--- config.mk ---
export PLATFORM = sky130hd
export DESIGN_NAME = wishbone2apb_bridge
export DESIGN_NICKNAME = d
export VERILOG_FILES = /design/src/rtl/wishbone2apb_bridge.sv
export SDC_FILE = /design/constraint.sdc
export NUM_CORES = 1
export LEC_CHECK = 0
export CORE_MARGIN = 3
export CORE_UTILIZATION = 44
export CTS_CLUSTER_DIAMETER = 150
export DETAILED_ROUTE_END_ITERATION = 8
export GPL_ROUTABILITY_DRIVEN = 0
export MAX_ROUTING_LAYER = met4
export PLACE_DENSITY = 0.93
export SYNTH_ARGS = -nofsm -noshare
export SYNTH_HDL_FRONTEND = slang
export SYNTH_SLANG_ARGS = --single-unit
--- constraint.sdc ---
create_clock -name i_clk -period 4.2 [get_ports i_clk]
set_input_delay 0.63 -clock i_clk [delete_from_list [all_inputs] [get_ports i_clk]]
set_output_delay 0.63 -clock i_clk [all_outputs]
set_load 0.02 [all_outputs]
--- src/rtl/wishbone2apb_bridge.sv ---
// Wishbone slave to APB4 master bridge.
// Takes one Wishbone request at a time and runs a full APB setup/access sequence for it.
// The APB result comes back as a single-cycle Wishbone ack or err.
module wishbone2apb_bridge #(
  parameter int unsigned ADDRESS_WIDTH = 16,
  parameter int unsigned DATA_WIDTH    = 32,
  parameter int unsigned USE_STALL     = 1,
  parameter int unsigned TIMEOUT       = 0
) (
  input  logic                      i_clk,
  input  logic                      i_rst_n,
  input  logic                      wb_cyc,
  input  logic                      wb_stb,
  output logic                      wb_stall,
  input  logic [ADDRESS_WIDTH-1:0]  wb_adr,
  input  logic                      wb_we,
  input  logic [DATA_WIDTH-1:0]     wb_dat_w,
  input  logic [DATA_WIDTH/8-1:0]   wb_sel,
  output logic                      wb_ack,
  output logic                      wb_err,
  output logic                      wb_rty,
  output logic [DATA_WIDTH-1:0]     wb_dat_r,
  output logic                      apb_psel,
  output logic                      apb_penable,
  output logic [ADDRESS_WIDTH-1:0]  apb_paddr,
  output logic [2:0]                apb_pprot,
  output logic                      apb_pwrite,
  output logic [DATA_WIDTH-1:0]     apb_pwdata,
  output logic [DATA_WIDTH/8-1:0]   apb_pstrb,
  input  logic                      apb_pready,
  input  logic [DATA_WIDTH-1:0]     apb_prdata,
  input  logic                      apb_pslverr
);

  // Counter only needs to reach TIMEOUT-1; keep at least one bit when the watchdog is off.
  localparam int unsigned CntW = (TIMEOUT > 0) ? $clog2(TIMEOUT + 1) : 1;

  typedef enum logic [1:0] {StIdle, StSetup, StAccess, StRespond} state_e;

  state_e          state_q;
  logic [CntW-1:0] cnt_q;
  logic            accept;
  logic            timeout_hit;

  assign wb_rty    = 1'b0;
  assign apb_pprot = 3'b000;

  // Stall covers every non-idle state so a pipelined master holds its next request.
  assign wb_stall = (USE_STALL != 0) && (state_q != StIdle);
  assign accept   = wb_cyc && wb_stb && !wb_stall && (state_q == StIdle);

  // Expiry on the last allowed ACCESS cycle; a simultaneous pready takes priority.
  assign timeout_hit = (TIMEOUT != 0) && !apb_pready && (cnt_q == CntW'(TIMEOUT - 1));

  // Bridge FSM with all APB and Wishbone response outputs registered.
  always_ff @(posedge i_clk or negedge i_rst_n) begin
    if (!i_rst_n) begin
      state_q     <= StIdle;
      cnt_q       <= '0;
      apb_psel    <= 1'b0;
      apb_penable <= 1'b0;
      apb_paddr   <= '0;
      apb_pwrite  <= 1'b0;
      apb_pwdata  <= '0;
      apb_pstrb   <= '0;
      wb_ack      <= 1'b0;
      wb_err      <= 1'b0;
      wb_dat_r    <= '0;
    end else begin
      wb_ack <= 1'b0;
      wb_err <= 1'b0;
      unique case (state_q)
        StIdle: begin
          wb_dat_r <= '0;
          if (accept) begin
            state_q     <= StSetup;
            apb_psel    <= 1'b1;
            apb_penable <= 1'b0;
            apb_paddr   <= wb_adr;
            apb_pwrite  <= wb_we;
            apb_pwdata  <= wb_dat_w;
            // Reads drive zero strobes.
            apb_pstrb   <= wb_we ? wb_sel : '0;
          end
        end
        StSetup: begin
          state_q     <= StAccess;
          apb_penable <= 1'b1;
          cnt_q       <= '0;
        end
        StAccess: begin
          if (apb_pready) begin
            state_q     <= StRespond;
            apb_psel    <= 1'b0;
            apb_penable <= 1'b0;
            cnt_q       <= '0;
            wb_ack      <= !apb_pslverr && wb_cyc;
            wb_err      <= apb_pslverr && wb_cyc;
            wb_dat_r    <= apb_pwrite ? '0 : apb_prdata;
          end else if (timeout_hit) begin
            state_q     <= StRespond;
            apb_psel    <= 1'b0;
            apb_penable <= 1'b0;
            cnt_q       <= '0;
            wb_err      <= wb_cyc;
            wb_dat_r    <= '0;
          end else begin
            cnt_q <= cnt_q + 1'b1;
          end
        end
        StRespond: begin
          state_q  <= StIdle;
          wb_dat_r <= '0;
        end
        default: state_q <= StIdle;
      endcase
    end
  end

endmodule

==> results of run 1 <==
==> layer usage <==
layer,wire length (µm),global-route usage,vias to the layer above,share of wire
met4,126,0.0525,0,0.014
li1,-,-,1282,-
met2,4690,0.337,113,0.51
met5,0,-,-,0
met1,3780,0.245,1297,0.41
met3,517,0.0382,15,0.057
==> cell families after synthesis <==
group | count (synthesis) | share of synthesized area
compound gates | 10 | 0.0169
fa+ha+maj | 4 | 0.0132
buf+inv | 53 | 0.0675
flops | 91 | 0.603
mux | 83 | 0.247
other cells | 1 | 0.000992
simple gates | 47 | 0.0520
==> power breakdown <==
part | switching [mW] | total (mW) | leakage, nW | internal (mW)
Sequential | 0.194 | 1.44 | 1.14 | 1.25
Combinational | 1.15 | 2.36 | 1.37 | 1.21
Clock | 0.293 | 0.584 | 0.0926 | 0.291
Total | 1.64 | 4.39 | 2.60 | 2.75
==> cells in the mapped netlist, drive strengths merged <==
cell type and count:
a21boi 1, mux2i 32, o22a 1, dfrtp 91
o22ai 1, o21ai 5, nand3 1, nand2 42
a21oi 1, inv 36, a211oi 1, nor2b 2
ha 4, and4 1, mux2 51, buf 16
clkbuf 1, conb 1, nor3b 1
==> layout make-up <==
type                            count  share of cell area
Clock inverter                      4             0.00860
Multi-Input combinational cell    148               0.218
Clock buffer                       12              0.0249
Timing Repair Buffer              182               0.312
Tap cell                          105              0.0226
Sequential cell                    91               0.391
Inverter                           36              0.0232
==> flip-flops by register name, summed over array words and instances, names as in the netlist <==
register and count:
apb_penable 1, apb_pstrb 4, apb_pwdata 32, wb_dat_r 32
state_q 2, apb_psel 1, wb_ack 1, apb_paddr 16
apb_pwrite 1, wb_err 1
==> metrics by stage <==
stage | power, mW | cells | util | hold WS (ns)
5_1_grt | 4.67 | 578 | 0.705 | 0.440
3_5_place_dp | 3.87 | 562 | 0.681 | 0.471
6_report | 4.39 | 578 | 0.705 | 0.376
3_3_place_gp | 3.77 | 562 | 0.681 | 0.464
2_1_floorplan | 2.84 | 292 | - | 0.334
4_1_cts | 4.46 | 578 | 0.705 | 0.405
==> worst max-delay path, delay by kind of cell (launching register included) <==
family	cells	cell delay, ns
adders and majority gates	1	0.26
buffers and inverters	3	0.81
DFF	1	0.40
==> worst max path at each step <==
stage | from | endpoint | slack, ns
floorplan | state_q[0] | apb_penable | 2.69
global placement | wb_cyc | apb_pwdata[2] | 1.88
detailed placement | state_q[0] | wb_dat_r[16] | 1.80
CTS | state_q[0] | wb_stall | 1.73
global route | state_q[0] | wb_dat_r[16] | 1.58
finish | state_q[0] | wb_stall | 1.77
==> flow_summary.ini, run 1 <==
[status]
outcome = completed

[synthesis]
yosysSeqAreaShare = 0.603
yosys.area.top_type = dfrtp_1
synth_area_leaders = dfrtp_1 (60%), mux2_2 (12%), mux2i_1 (8.5%)
synth_area_um2 = 3780
netlist_instances = 289
yosysTopAreaCellShare = 0.603
ys_types = 24
syn_area_per_cell_um2 = 13.1
ys_warn_count = 0
ys_seq_elements = 91

[floorplan]
core_area_um2 = 8260
die-area_um2 = 9740
dieWidth_um = 98.7
floorplan.initialDensity = 0.458
fp.dieH_um = 98.7
fp-row-count = 33
io_pins = 185

[global_route]
overflow = 0
grt_start_max_net_pins = 67
grt_pass1_wl_um = 15000
antenna_found_initial = 0
track_usage = 0.199
grt_pass1_vias = 3016

[detailed_routing]
drc = 0
via_count = 2707
via_per_inst = 4.68
wl_per_cell_um = 15.8
drt_wl_total_um = 9120
dr.pass1.iters = 4
postRouteAntennaNets = 0
drt_iter0_markers = 74

[layout]
fin_nets = 563
seq_area_um2 = 2280
multi_input_area_um2 = 1270
areaGrowthSynthToFinish_pct = 54.0
antenna_cells = 0
drive_gt1_frac = 0.148
nFillCells = 623
final_common_cell = clkdlybuf4s50_1
design_area_um2 = 5820
final_cell_mix = clkdlybuf4s50_1 (179), dfrtp_1 (91), nand2_1 (42)

[placed_design]
port_buffers = 180
place_area_um2 = 5630
pre_cts_slack_ns = 1.80
dp_hpwl_um = 6870

[timing]
tns_ns = 0
worst_pin_slew_ns = 1.28
max_freq_ghz = 0.412
maxSlewViolCount = 0
rsz0062_at_grt = no
clock_skew_ns = 0.0125
fin_crit_ns = 2.43
finalHoldViolCount = 0
timing.final.crit_share = 0.578
setup_slack_ns = 1.77
slew_headroom = 0.141
finalSetupViolCount = 0

[clock_network]
ctsHoldBuffers = 0
cts_num_sinks = 91
clk_path_buf_depth = 2
clk_latency_ns = 0.34
root_buffer = clkbuf_8
cts_resized = 0
postCtsSetupRepairBufs = 0
cts_buffers = 9
cts_max_level = 3
clkSlewWorstSetupHoldPaths_ns = 0.09
cts_tree = yes

[critical_path]
worstPathRequired_ns = 3.57
cp_slowest_cell = clkdlybuf4s50_1
slowest_delay_ns = 0.64
r2r-end = wb_dat_r[16]
crit_top_cell = inv_1
path_cells = inv_1 > ha_1 > inv_1 > clkdlybuf4s50_1
r2r_cells = 5
critical_path_class = reg2out
cp-start-kind = flip-flop
critPathCaptureType = output port
cp.arrival_ns = 1.80
crit_fanout = 5
rr_startpoint = state_q[0]
rrSetupSlack_ns = 1.88

[pwr]
leakage_nw = 2.60
peakVddDrop_uv = 426
p_per_area_nw_per_um2 = 755

[worst_hold_path]
min_path_type = in2async

[job]
drv_cap = 0
Power figures use the tool's default switching activity.
==> run 2: changes to the inputs <==
CORE_UTILIZATION = 41   (was 44)
PLACE_DENSITY = 0.88   (was 0.93)
clock period = 2.3 ns   (was 4.2 ns; I/O delays follow)
==> flow_summary.ini, run 2 (same netlist as run 1, synthesis figures left out) <==
[critical_path]
worstPathRequired_ns = 1.96
cp.arrival_ns = 1.81
critical_path_class = reg2out
cp-start-kind = flip-flop
critPathCaptureType = output port
crit_fanout = 5
r2r_cells = 5

[global_route]
grt_start_max_net_pins = 92
track_usage = 0.185
antenna_found_initial = 0
grt_pass1_vias = 2939
grt_pass1_wl_um = 14400
overflow = 0

[clock_network]
root_buffer = clkbuf_8
cts_buffers = 9
ctsHoldBuffers = 0
clkSlewWorstSetupHoldPaths_ns = 0.09
cts_tree = yes
clk_latency_ns = 0.34
cts_num_sinks = 91
cts_resized = 0
clk_path_buf_depth = 2
postCtsSetupRepairBufs = 0
cts_max_level = 3

[detailed_routing]
via_per_inst = 4.67
via_count = 2722
postRouteAntennaNets = 0
dr.pass1.iters = 4
wl_per_cell_um = 16.1
drt_wl_total_um = 9390
drc = 0
drt_iter0_markers = 38

[timing]
max_freq_ghz = 0.464
finalHoldViolCount = 0
clock_skew_ns = 0.00905
fin_crit_ns = 2.16
timing.final.crit_share = 0.937
rsz0062_at_grt = no
finalSetupViolCount = 0
tns_ns = 0
maxSlewViolCount = 0

[job]
drv_cap = 0

[floorplan]
core_area_um2 = 8850
fp.dieH_um = 102
die-area_um2 = 10400
floorplan.initialDensity = 0.427
fp-row-count = 34
io_pins = 185
dieWidth_um = 102

[pwr]
p_sw_mw = 3.05
p_per_area_nw_per_um2 = 1390
p_int_mw = 5.11
leakage_nw = 2.64
peakVddDrop_uv = 815
pwr-share-clk = 0.136
swShare = 0.374
p_comb_frac = 0.540
p_seq_frac = 0.324

[layout]
antenna_cells = 0
design_area_um2 = 5890
areaGrowthSynthToFinish_pct = 56.0
nFillCells = 656
final_common_cell = clkdlybuf4s50_1
fin_nets = 565
top_regs = apb_pwdata x32, wb_dat_r x32, apb_paddr x16
drive_gt1_frac = 0.156
final_cell_mix = clkdlybuf4s50_1 (179), dfrtp_1 (91), nand2_1 (42)

[placed_design]
port_buffers = 180
dp_hpwl_um = 7000
place_area_um2 = 5680

[worst_hold_path]
min_path_type = in2async

[status]
outcome = completed
run 2: cell types whose count changed in the layout (fill, tap and decap cells not counted), sizes merged:
| cell | delta |
|---|---|
| buf | +2 |
| clkbuf | -1 |
| clkinv | +1 |
| clkinvlp | -1 |
| inv | +1 |
run 2: worst max-delay path, stage by stage, from the launching register on:
cell	delay, ns
dfrtp_1	0.41
inv_1	0.09
ha_1	0.27
inv_1	0.09
clkdlybuf4s50_1	0.62
run 2: per-layer routing:
metal	up-vias	global-route usage	part of all wire
met2	110	0.316	0.51
met4	0	0.0535	0.012
met1	1315	0.217	0.41
li1	1287	-	-
met3	10	0.0437	0.065
met5	-	-	0
run 2: power groups by stage:
stage | clock network [mW] | logic, mW | registers, mW
2_1_floorplan | 0 | 1.74 | 3.44
3_3_place_gp | 0 | 4.34 | 2.63
3_5_place_dp | 0 | 4.46 | 2.68
4_1_cts | 1.16 | 4.48 | 2.65
5_1_grt | 1.23 | 4.69 | 2.73
6_report | 1.11 | 4.41 | 2.65
run 2: final timing paths:
kind | start | slack, ns | end
max in group asynchronous | i_rst_n | 1.88 | apb_pwdata[31]
min reg2reg | apb_pstrb[0] | 0.50 | apb_pstrb[0]
max | state_q[0] | 0.14 | wb_stall
min in group i_clk | apb_pstrb[0] | 0.50 | apb_pstrb[0]
max reg2reg | state_q[0] | 0.57 | state_q[1]
min | i_rst_n | 0.002 | apb_paddr[12]
run 2: through the flow:
step / cells / worst slack, ns / util / hold slack, ns / total power, mW
2_1_floorplan: 292 / 0.793 / - / 0.0494 / 5.18
3_3_place_gp: 567 / 0.553 / 0.642 / 0.425 / 6.96
3_5_place_dp: 567 / 0.519 / 0.642 / 0.423 / 7.14
4_1_cts: 583 / 0.135 / 0.666 / 0.0421 / 8.29
5_1_grt: 583 / 0.0380 / 0.666 / 0.0536 / 8.65
6_report: 583 / 0.145 / 0.666 / 0.00156 / 8.17
run 2: cell type report:
cell class	instances	area, µm²	area share
repair buffers	184	1870	0.317
clock buffers	11	151	0.0257
inverters	36	135	0.0229
clock inverters	5	60.1	0.0102
flip-flops and latches	91	2280	0.386
well taps	108	135	0.0229
multi-input cells	148	1270	0.215
